==> src/rtl/dsd_tx_mc.sv <==
// dsd_tx_mc: multi-channel native-DSD serialiser; one bclk domain, dclk derived by an internal divider.
// Optional macro DSD_TX_MC_BITREV_EN adds the lsb_first input for per-channel LSB-first transmission.
module dsd_tx_mc #(
  parameter int         DW         = 16,
  parameter int         CH         = 2,
  parameter int         DIV_LOG2   = 2,
  parameter int         FIFO_DEPTH = 4,
  parameter logic [7:0] IDLE_PAT   = 8'h69
) (
  input  logic                            bclk,
  input  logic                            rst,
  input  logic                            enable,
`ifdef DSD_TX_MC_BITREV_EN
  input  logic                            lsb_first,
`endif
  input  logic                            s_valid,
  output logic                            s_ready,
  input  logic [CH*DW-1:0]                s_data,
  output logic                            dclk,
  output logic [CH-1:0]                   dsd_o,
  output logic                            underrun,
  output logic [$clog2(FIFO_DEPTH+1)-1:0] fifo_level
);
  localparam int LW = $clog2(FIFO_DEPTH + 1);
  localparam int AW = $clog2(FIFO_DEPTH);
  localparam int BW = $clog2(DW);
  localparam logic [DIV_LOG2-1:0] SHIFT_PHASE = DIV_LOG2'((1 << (DIV_LOG2 - 1)) - 1);
  localparam logic [BW-1:0]       LAST_BIT    = BW'(DW - 1);
  localparam logic [LW-1:0]       FULL_LEVEL  = LW'(FIFO_DEPTH);
  localparam logic [DW-1:0]       IDLE_WORD   = {(DW / 8){IDLE_PAT}};

  logic [DIV_LOG2-1:0]   dcnt_q, dcnt_d;
  logic [BW-1:0]         bcnt_q, bcnt_d;
  logic [CH-1:0][DW-1:0] shiftReg_q, shiftReg_d;
  logic [CH*DW-1:0]      fifoMem_q [FIFO_DEPTH];
  logic [AW-1:0]         wrPtr_q, wrPtr_d, rdPtr_q, rdPtr_d;
  logic [LW-1:0]         level_q, level_d;
  logic                  underrun_q, underrun_d;

  logic                  shiftEn, boundary, fifoEmpty, push, pop;
  logic [CH*DW-1:0]      headWord;
  logic [CH-1:0][DW-1:0] loadWord;

  assign s_ready    = (level_q != FULL_LEVEL);
  assign dclk       = ~dcnt_q[DIV_LOG2-1];
  assign underrun   = underrun_q;
  assign fifo_level = level_q;

  always_comb begin
    for (int c = 0; c < CH; c++) dsd_o[c] = shiftReg_q[c][DW-1];
  end

  // Shifts happen on the bclk edge where dclk falls, so data is stable at the DAC's rising edge.
  always_comb begin
    shiftEn   = (dcnt_q == SHIFT_PHASE);
    boundary  = shiftEn && (bcnt_q == LAST_BIT);
    fifoEmpty = (level_q == '0);
    push      = s_valid && s_ready;
    pop       = boundary && enable && !fifoEmpty;
    headWord  = fifoMem_q[rdPtr_q];

    for (int c = 0; c < CH; c++) begin
      loadWord[c] = headWord[c*DW +: DW];
`ifdef DSD_TX_MC_BITREV_EN
      if (lsb_first) begin
        for (int b = 0; b < DW; b++) loadWord[c][b] = headWord[c*DW + DW - 1 - b];
      end
`endif
    end

    dcnt_d     = dcnt_q + 1'b1;
    bcnt_d     = bcnt_q;
    shiftReg_d = shiftReg_q;
    rdPtr_d    = rdPtr_q;
    wrPtr_d    = push ? wrPtr_q + 1'b1 : wrPtr_q;
    underrun_d = boundary && enable && fifoEmpty;

    if (shiftEn) begin
      if (boundary) begin
        bcnt_d = '0;
        if (pop) begin
          shiftReg_d = loadWord;
          rdPtr_d    = rdPtr_q + 1'b1;
        end else begin
          shiftReg_d = {CH{IDLE_WORD}};
        end
      end else begin
        bcnt_d = bcnt_q + 1'b1;
        for (int c = 0; c < CH; c++) shiftReg_d[c] = {shiftReg_q[c][DW-2:0], 1'b0};
      end
    end

    level_d = level_q;
    if (push && !pop)      level_d = level_q + 1'b1;
    else if (pop && !push) level_d = level_q - 1'b1;
  end

  always_ff @(posedge bclk) begin
    if (push) fifoMem_q[wrPtr_q] <= s_data;
  end

  // Reset starts one bit before a word boundary, so the first dclk fall reloads the idle word.
  always_ff @(posedge bclk or posedge rst) begin
    if (rst) begin
      dcnt_q     <= '0;
      bcnt_q     <= LAST_BIT;
      shiftReg_q <= {CH{IDLE_WORD}};
      wrPtr_q    <= '0;
      rdPtr_q    <= '0;
      level_q    <= '0;
      underrun_q <= 1'b0;
    end else begin
      dcnt_q     <= dcnt_d;
      bcnt_q     <= bcnt_d;
      shiftReg_q <= shiftReg_d;
      wrPtr_q    <= wrPtr_d;
      rdPtr_q    <= rdPtr_d;
      level_q    <= level_d;
      underrun_q <= underrun_d;
    end
  end
endmodule

==> config.mk <==
export PLATFORM = sky130hd
export DESIGN_NAME = dsd_tx_mc
export DESIGN_NICKNAME = d
export VERILOG_FILES = /design/src/rtl/dsd_tx_mc.sv
export SDC_FILE = /design/constraint.sdc
export NUM_CORES = 1
export LEC_CHECK = 0
export CAP_MARGIN = 20
export CORE_UTILIZATION = 59
export DETAILED_ROUTE_END_ITERATION = 8
export GPL_TIMING_DRIVEN = 0
export PLACE_DENSITY = 0.79
export SLEW_MARGIN = 0
export SYNTH_ARGS = -nofsm -noshare
export SYNTH_HDL_FRONTEND = slang
export SYNTH_SLANG_ARGS = --single-unit
==> constraint.sdc <==
create_clock -name bclk -period 2.85 [get_ports bclk]
set_input_delay 0.57 -clock bclk [delete_from_list [all_inputs] [get_ports bclk]]
set_output_delay 0.57 -clock bclk [all_outputs]
set_load 0.02 [all_outputs]
== Yosys cells after proc, flatten, opt, wreduce, memory -nomap -nowiden ==
Memory sizes are Yosys's and may differ from the RTL's.
Cells that the tools add are included.
Widths: inputs -> output; s select.
Storage, ports and cells
  register bits after elaboration: 46
  bits in writable memories: 128
  input port bits: 36
  word-level logic and storage cells: 39
  memories: 1
Cells by class
  $add $sub $neg: 6
  equality and inequality tests: 3
  multiplexer cells: 7
  bitwise operators: 1
  reductions and logical operators: 13
Memory list
  fifoMem_q: words 4, width 32, read ports 1, clocked after Yosys merged registers in 0, write ports 1, line 35  | logic [CH*DW-1:0] fifoMem_q [FIFO_DEPTH];
Operator list (number)
  $mux 32: 2
  $logic_and 1x1->1: 7
  $add 2x1->2 const B: 3
  $mux 3: 2
  $add 4x1->4 const B: 1
  $eq 4x4->1 const B: 1
  $mux 4: 1
  $add 3x1->3 const B: 1
  $logic_not 1->1: 3
  $logic_not 3->1: 1
  $ne 3x3->1 const B: 1
  $reduce_and 3->1: 1
  $sub 3x1->3 const B: 1
  $eq 2x1->1 const B: 1
  $mux 1: 2
  $reduce_bool 2->1: 1
  $not 1->1: 1

== Depth between registers and ports, before layout ==
  depth after elaboration: 7
  depth in mapped cells: 14
  mapped depth without buffers: 11

== Least setup slack after synthesis ==
No wires, ideal clock.
  path kind: reg2reg
  start: reg dcnt_q[1]
  end: reg level_q[1], in the netlist fifo_level[1]
  setup time: 0.125 ns
  data arrival time: 2.350 ns
  slack: 0.375 ns
  stages on the path, launching flop included: 13
  buffers on the path: 3
  clock period less this slack: 2.475 ns
  cells stage by stage: dfrtp_1 inv_1 ha_1 buf_2 and4_1 buf_2 buf_6 and2_1 inv_1 ha_1 inv_1 fa_1 mux2_2
On the way
  longest elaborated chain between the ends: 7
  elaborated cells between the ends (all ways): 9
  classes of those cells: 1 x eq/ne; 1 x mux; 7 x reduce/logical
Ends and longest elaborated chain
  start, declared: line 32  | logic [DIV_LOG2-1:0] dcnt_q, dcnt_d;
  start signal, assigned: line 113  | dcnt_q <= dcnt_d;
  $eq 2x1->1: line 55  | shiftEn = (dcnt_q == SHIFT_PHASE);
  $logic_and 1x1->1: line 56  | boundary = shiftEn && (bcnt_q == LAST_BIT);
  $logic_and 1x1->1 (2 in a row): line 59  | pop = boundary && enable && !fifoEmpty;
  $logic_not 1->1: line 94  | if (push && !pop) level_d = level_q + 1'b1;
  $logic_and 1x1->1: line 94
  $mux 3: line 94
  net level_d[1]: line 37  | logic [LW-1:0] level_q, level_d;
  end signal, assigned: line 118  | level_q <= level_d;
  end, declared: line 37
The timed path passes the listed nets, and every way through them passes these cells.
A chain may end at the register's enable or synchronous reset.

== Final worst setup path ==
  start: reg bcnt_q[0]
  end: reg level_q[1], in the netlist fifo_level[1]
On the way
  longest elaborated chain between the ends: 7
  elaborated cells between the ends (all ways): 9
  classes of those cells: 1 x eq/ne; 1 x mux; 7 x reduce/logical
Ends and longest elaborated chain
  start, declared: line 33  | logic [BW-1:0] bcnt_q, bcnt_d;
  start signal, assigned: line 114  | bcnt_q <= bcnt_d;
  $eq 4x4->1: line 56
  $logic_and 1x1->1: line 56
  $logic_and 1x1->1 (2 in a row): line 59
  $logic_not 1->1: line 94
  $logic_and 1x1->1: line 94
  $mux 3: line 94
  net level_d[1]: line 37
The timed path passes the listed nets, and every way through them passes these cells.

==> metrics.csv <==
stage,metric,value,unit
outcome,outcome,finished clean,
logic_synthesis,sequential cell area fraction in the yosys report,72.48,%
place,dpl ws,-0.3919,ns
finish,filler instances,697,
route,Vias,3607,
critical_path,critical path class,flop to flop,
clock_tree,Worst-Skew Late Latency,0.42,ns
timing,post-route worst setup slack,0.1236,ns
finish,# diodes,0,
die,Die ar.,0.01217,mm2
logic_synthesis,most common cell in the netlist,edfxtp_1,
power_and_ir_drop,Leak,2.991,nW
critical_path,critical path startpoint category,flop,
grt,first-pass GRT wire length,19.79,mm
clock_tree,Post-CTS Setup Repair Bufs,0,
route,final WL,12.65,mm
route,Vias/cell,6.155,
timing,Tcrit/Tclk final,95.66,%
logic_synthesis,Ys Warns,0,
die,DIE WIDTH,110.3,um
finish,footprint of the multi-input gates,0.001677,mm2
die,I/O pin cnt,44,
logic_synthesis,Synth area leader,edfxtp_1,
power_and_ir_drop,Net Sw Frac,23.74,%
clock_tree,CTS tree,built,
timing,Max Slew Vio Count,0,
timing,RSZ-0062 raised after global routing,no,
power_and_ir_drop,Flop pwr share,52.3,%
die,Initial Util,60.65,%
logic_synthesis,dominant cells by area after synthesis,"edfxtp_1 (56%), dfrtp_1 (9.4%), mux4_2 (8.5%), dfstp_2 (7.6%), mux4_1 (2.3%)",
die,FP Rows,39,
route,drt wl/cell,21.59,um
clock_tree,CTS H-tree depth,4,
power_and_ir_drop,Power Total,6.318,mW
timing,Clock Skews,0.005702,ns
power_and_ir_drop,clock group share of total power,36.7,%
grt,Total Routing Usage GR,23.46,%
logic_synthesis,Avg Inst Size Synth,18.87,um2
timing,Worst-Margin Slew,0.9324,ns
logic_synthesis,"Distinct cells, synth",38,
logic_synthesis,top cell type's share of synthesized area,55.50,%
logic_synthesis,"Async S/R FF share, synth",26.44,%
flow_run,max-cap violations,0,
critical_path,critical path endpoint category,flop,
clock_tree,clock slew at the register clock pins of the worst setup and hold paths,0.06,ns
route,Starting DRT DRC Count,268,
power_and_ir_drop,VDD IR max,550.8,uV
route,first-pass iteration count of the detailed router,4,
logic_synthesis,Post-synth top flop,edfxtp_1,
critical_path,crit path max fanout,10,
grt,vias in the first global route,3710,
route,antenna-violating nets left,0,
grt,largest net degree at the start of global routing,33,
timing,final hold violations,0,
timing,Slew headroom,37.84,%
place,HPWL Detailed,7.913,mm
clock_tree,number of clock sinks,174,
clock_tree,hold_buf cts,0,
power_and_ir_drop,sw power,1.500,mW
grt,GRT overflow,0,
clock_tree,CTS max path bufs,2,
timing,maximum clock frequency,0.3668,GHz
power_and_ir_drop,PD cells,774.6,mW/mm2
clock_tree,Num CTS Buffers,17,
route,DRC errors left,0,
logic_synthesis,syn_nets,411,
place,GP Congestion,0.8314,
logic_synthesis,Synth Register Bits,174,
critical_path,Worst EP required,3.16,ns
critical_path,Worst Path Arrival,3.03,ns
die,core area,0.01142,mm2
finish,Layout area overhead,17.78,%
timing,final setup fails,0,
finish,share of layout cells above drive strength 1,23.48,%
logic_synthesis,Post-synth EDFFs,128,
power_and_ir_drop,Int Pwr,4.818,mW
timing,fin crit period,2.726,ns
finish,# nets final,474,
logic_synthesis,synth cell count leaders,"edfxtp_1 (128), dfrtp_1 (26), mux4_2 (26)",
clock_tree,Clock Tree Root,clkbuf_16,
grt,initial antenna violation count,0,
min_path,HP Class,flop to flop,
finish,Storage cell area,0.005020,mm2
logic_synthesis,Gate Count Post-Synth,367,
logic_synthesis,Syn Std Cell Area,0.006925,mm2
power_and_ir_drop,combinational share of power,11.1,%
die,Die Ht,110.3,um
place,IO buf count,43,
clock_tree,Post-CTS Resized,0,
## registers in the layout, summed over array words and instances (netlist names)
name	count
fifoMem_q	128
shiftReg_q	30
bcnt_q	4
fifo_level	3
dcnt_q	2
dsd_o	2
rdPtr_q	2
wrPtr_q	2
underrun	1
## metal layers
| metal | track usage (%) | vias up | part of all wire [%] |
|---|---|---|---|
| met5 | 0 | - | 0 |
| li1 | - | 1601 | - |
| met1 | 31.46 | 1855 | 43 |
| met2 | 36.96 | 133 | 50 |
| met3 | 6.584 | 18 | 4.9 |
| met4 | 9.117 | 0 | 1.8 |
## cell families (layout without fill, tap and decap cells)
family,count (synthesis),in the layout,synth area share (%)
AO/OA/AOI/OAI,57,57,6.793
XOR/XNOR,7,7,0.8853
adder cells (fa/ha/maj),8,8,1.554
buffers and inverters,37,113,3.378
flip-flops,174,174,72.48
multiplexers,36,36,11.38
AND/OR/NAND/NOR,48,48,3.523
## placed cells by master, fill, tap and decap left out, types with 2 or more instances in the layout
| cell type | netlist | final |
|---|---|---|
| mux2_2 | 4 | 4 |
| edfxtp_1 | 128 | 128 |
| o2bb2ai_1 | 10 | 10 |
| xnor2_1 | 4 | 4 |
| nand2_1 | 17 | 17 |
| mux4_2 | 26 | 26 |
| clkbuf_1 | 5 | 4 |
| a21oi_1 | 6 | 6 |
| buf_2 | 7 | 7 |
| inv_1 | 13 | 12 |
| clkdlybuf4s50_1 | 0 | 43 |
| dfrtp_1 | 26 | 26 |
| ha_1 | 7 | 7 |
| clkinvlp_4 | 0 | 5 |
| mux4_1 | 6 | 6 |
| dfstp_2 | 20 | 20 |
| buf_12 | 2 | 3 |
| and3_1 | 11 | 11 |
| nor2_1 | 10 | 10 |
| o21ai_0 | 2 | 2 |
| a221o_1 | 13 | 13 |
| clkinv_1 | 0 | 3 |
| a211o_1 | 14 | 14 |
| bufinv_16 | 0 | 3 |
| and2_2 | 0 | 4 |
| clkbuf_16 | 0 | 17 |
| buf_6 | 4 | 4 |
| buf_4 | 4 | 4 |
| inv_6 | 0 | 2 |
| o22ai_1 | 4 | 4 |
| a311oi_1 | 4 | 4 |
| xor2_1 | 3 | 3 |
## area by class of cell
cell class	count	share of cell area (%)
sequential	174	61.54
multi-input combinational	156	20.56
timing repair buffer	44	5.522
clock buffer	17	5.216
buffer	24	2.286
tap	143	2.194
clock inverter	15	2.086
inverter	13	0.5983
## power by group through the flow
stage               sequential (mW)  clock, mW  combinational (mW)
detailed placement             3.35          0               0.713
global route                   3.33       2.45               0.765
CTS                            3.31       2.34               0.718
global placement               3.33          0               0.693
floorplan                      3.34          0               0.391
finish                         3.30       2.32               0.699
## through the flow
stage / cell area (um2) / cells / utilization [%] / setup TNS, ns / hold slack (ns)
floorplan: 6925 / 367 / - / 0 / 0.4006
global placement: 7535 / 553 / 65.99 / -62.69 / 0.4159
detailed placement: 7560 / 554 / 66.21 / -0.6532 / 0.4257
CTS: 8155 / 586 / 71.42 / 0 / 0.4426
global route: 8157 / 586 / 71.43 / 0 / 0.4605
finish: 8157 / 586 / 71.43 / 0 / 0.4321
## worst paths after layout
path | slack (ns) | cells past startpoint | start | end
max | 0.12 | 10 | bcnt_q[0] | fifo_level[1]
min | 0.43 | 1 | dcnt_q[0] | dcnt_q[0]
max reg2reg | 0.12 | 10 | bcnt_q[0] | fifo_level[1]
min reg2reg | 0.43 | 1 | dcnt_q[0] | dcnt_q[0]
max in group asynchronous | 1.84 | 3 | rst | shiftReg_q[19]
min in group asynchronous | 0.45 | 2 | rst | fifo_level[0]
## worst max-delay path, stage by stage, from the launching register on
cell	delay (ns)
dfstp_2	0.57
ha_1	0.25
and4_1	0.20
buf_2	0.20
buf_6	0.16
and2_1	0.23
inv_1	0.07
ha_1	0.20
inv_1	0.07
fa_1	0.40
mux2_2	0.26
Note: power is estimated with default switching activity, not from simulation.
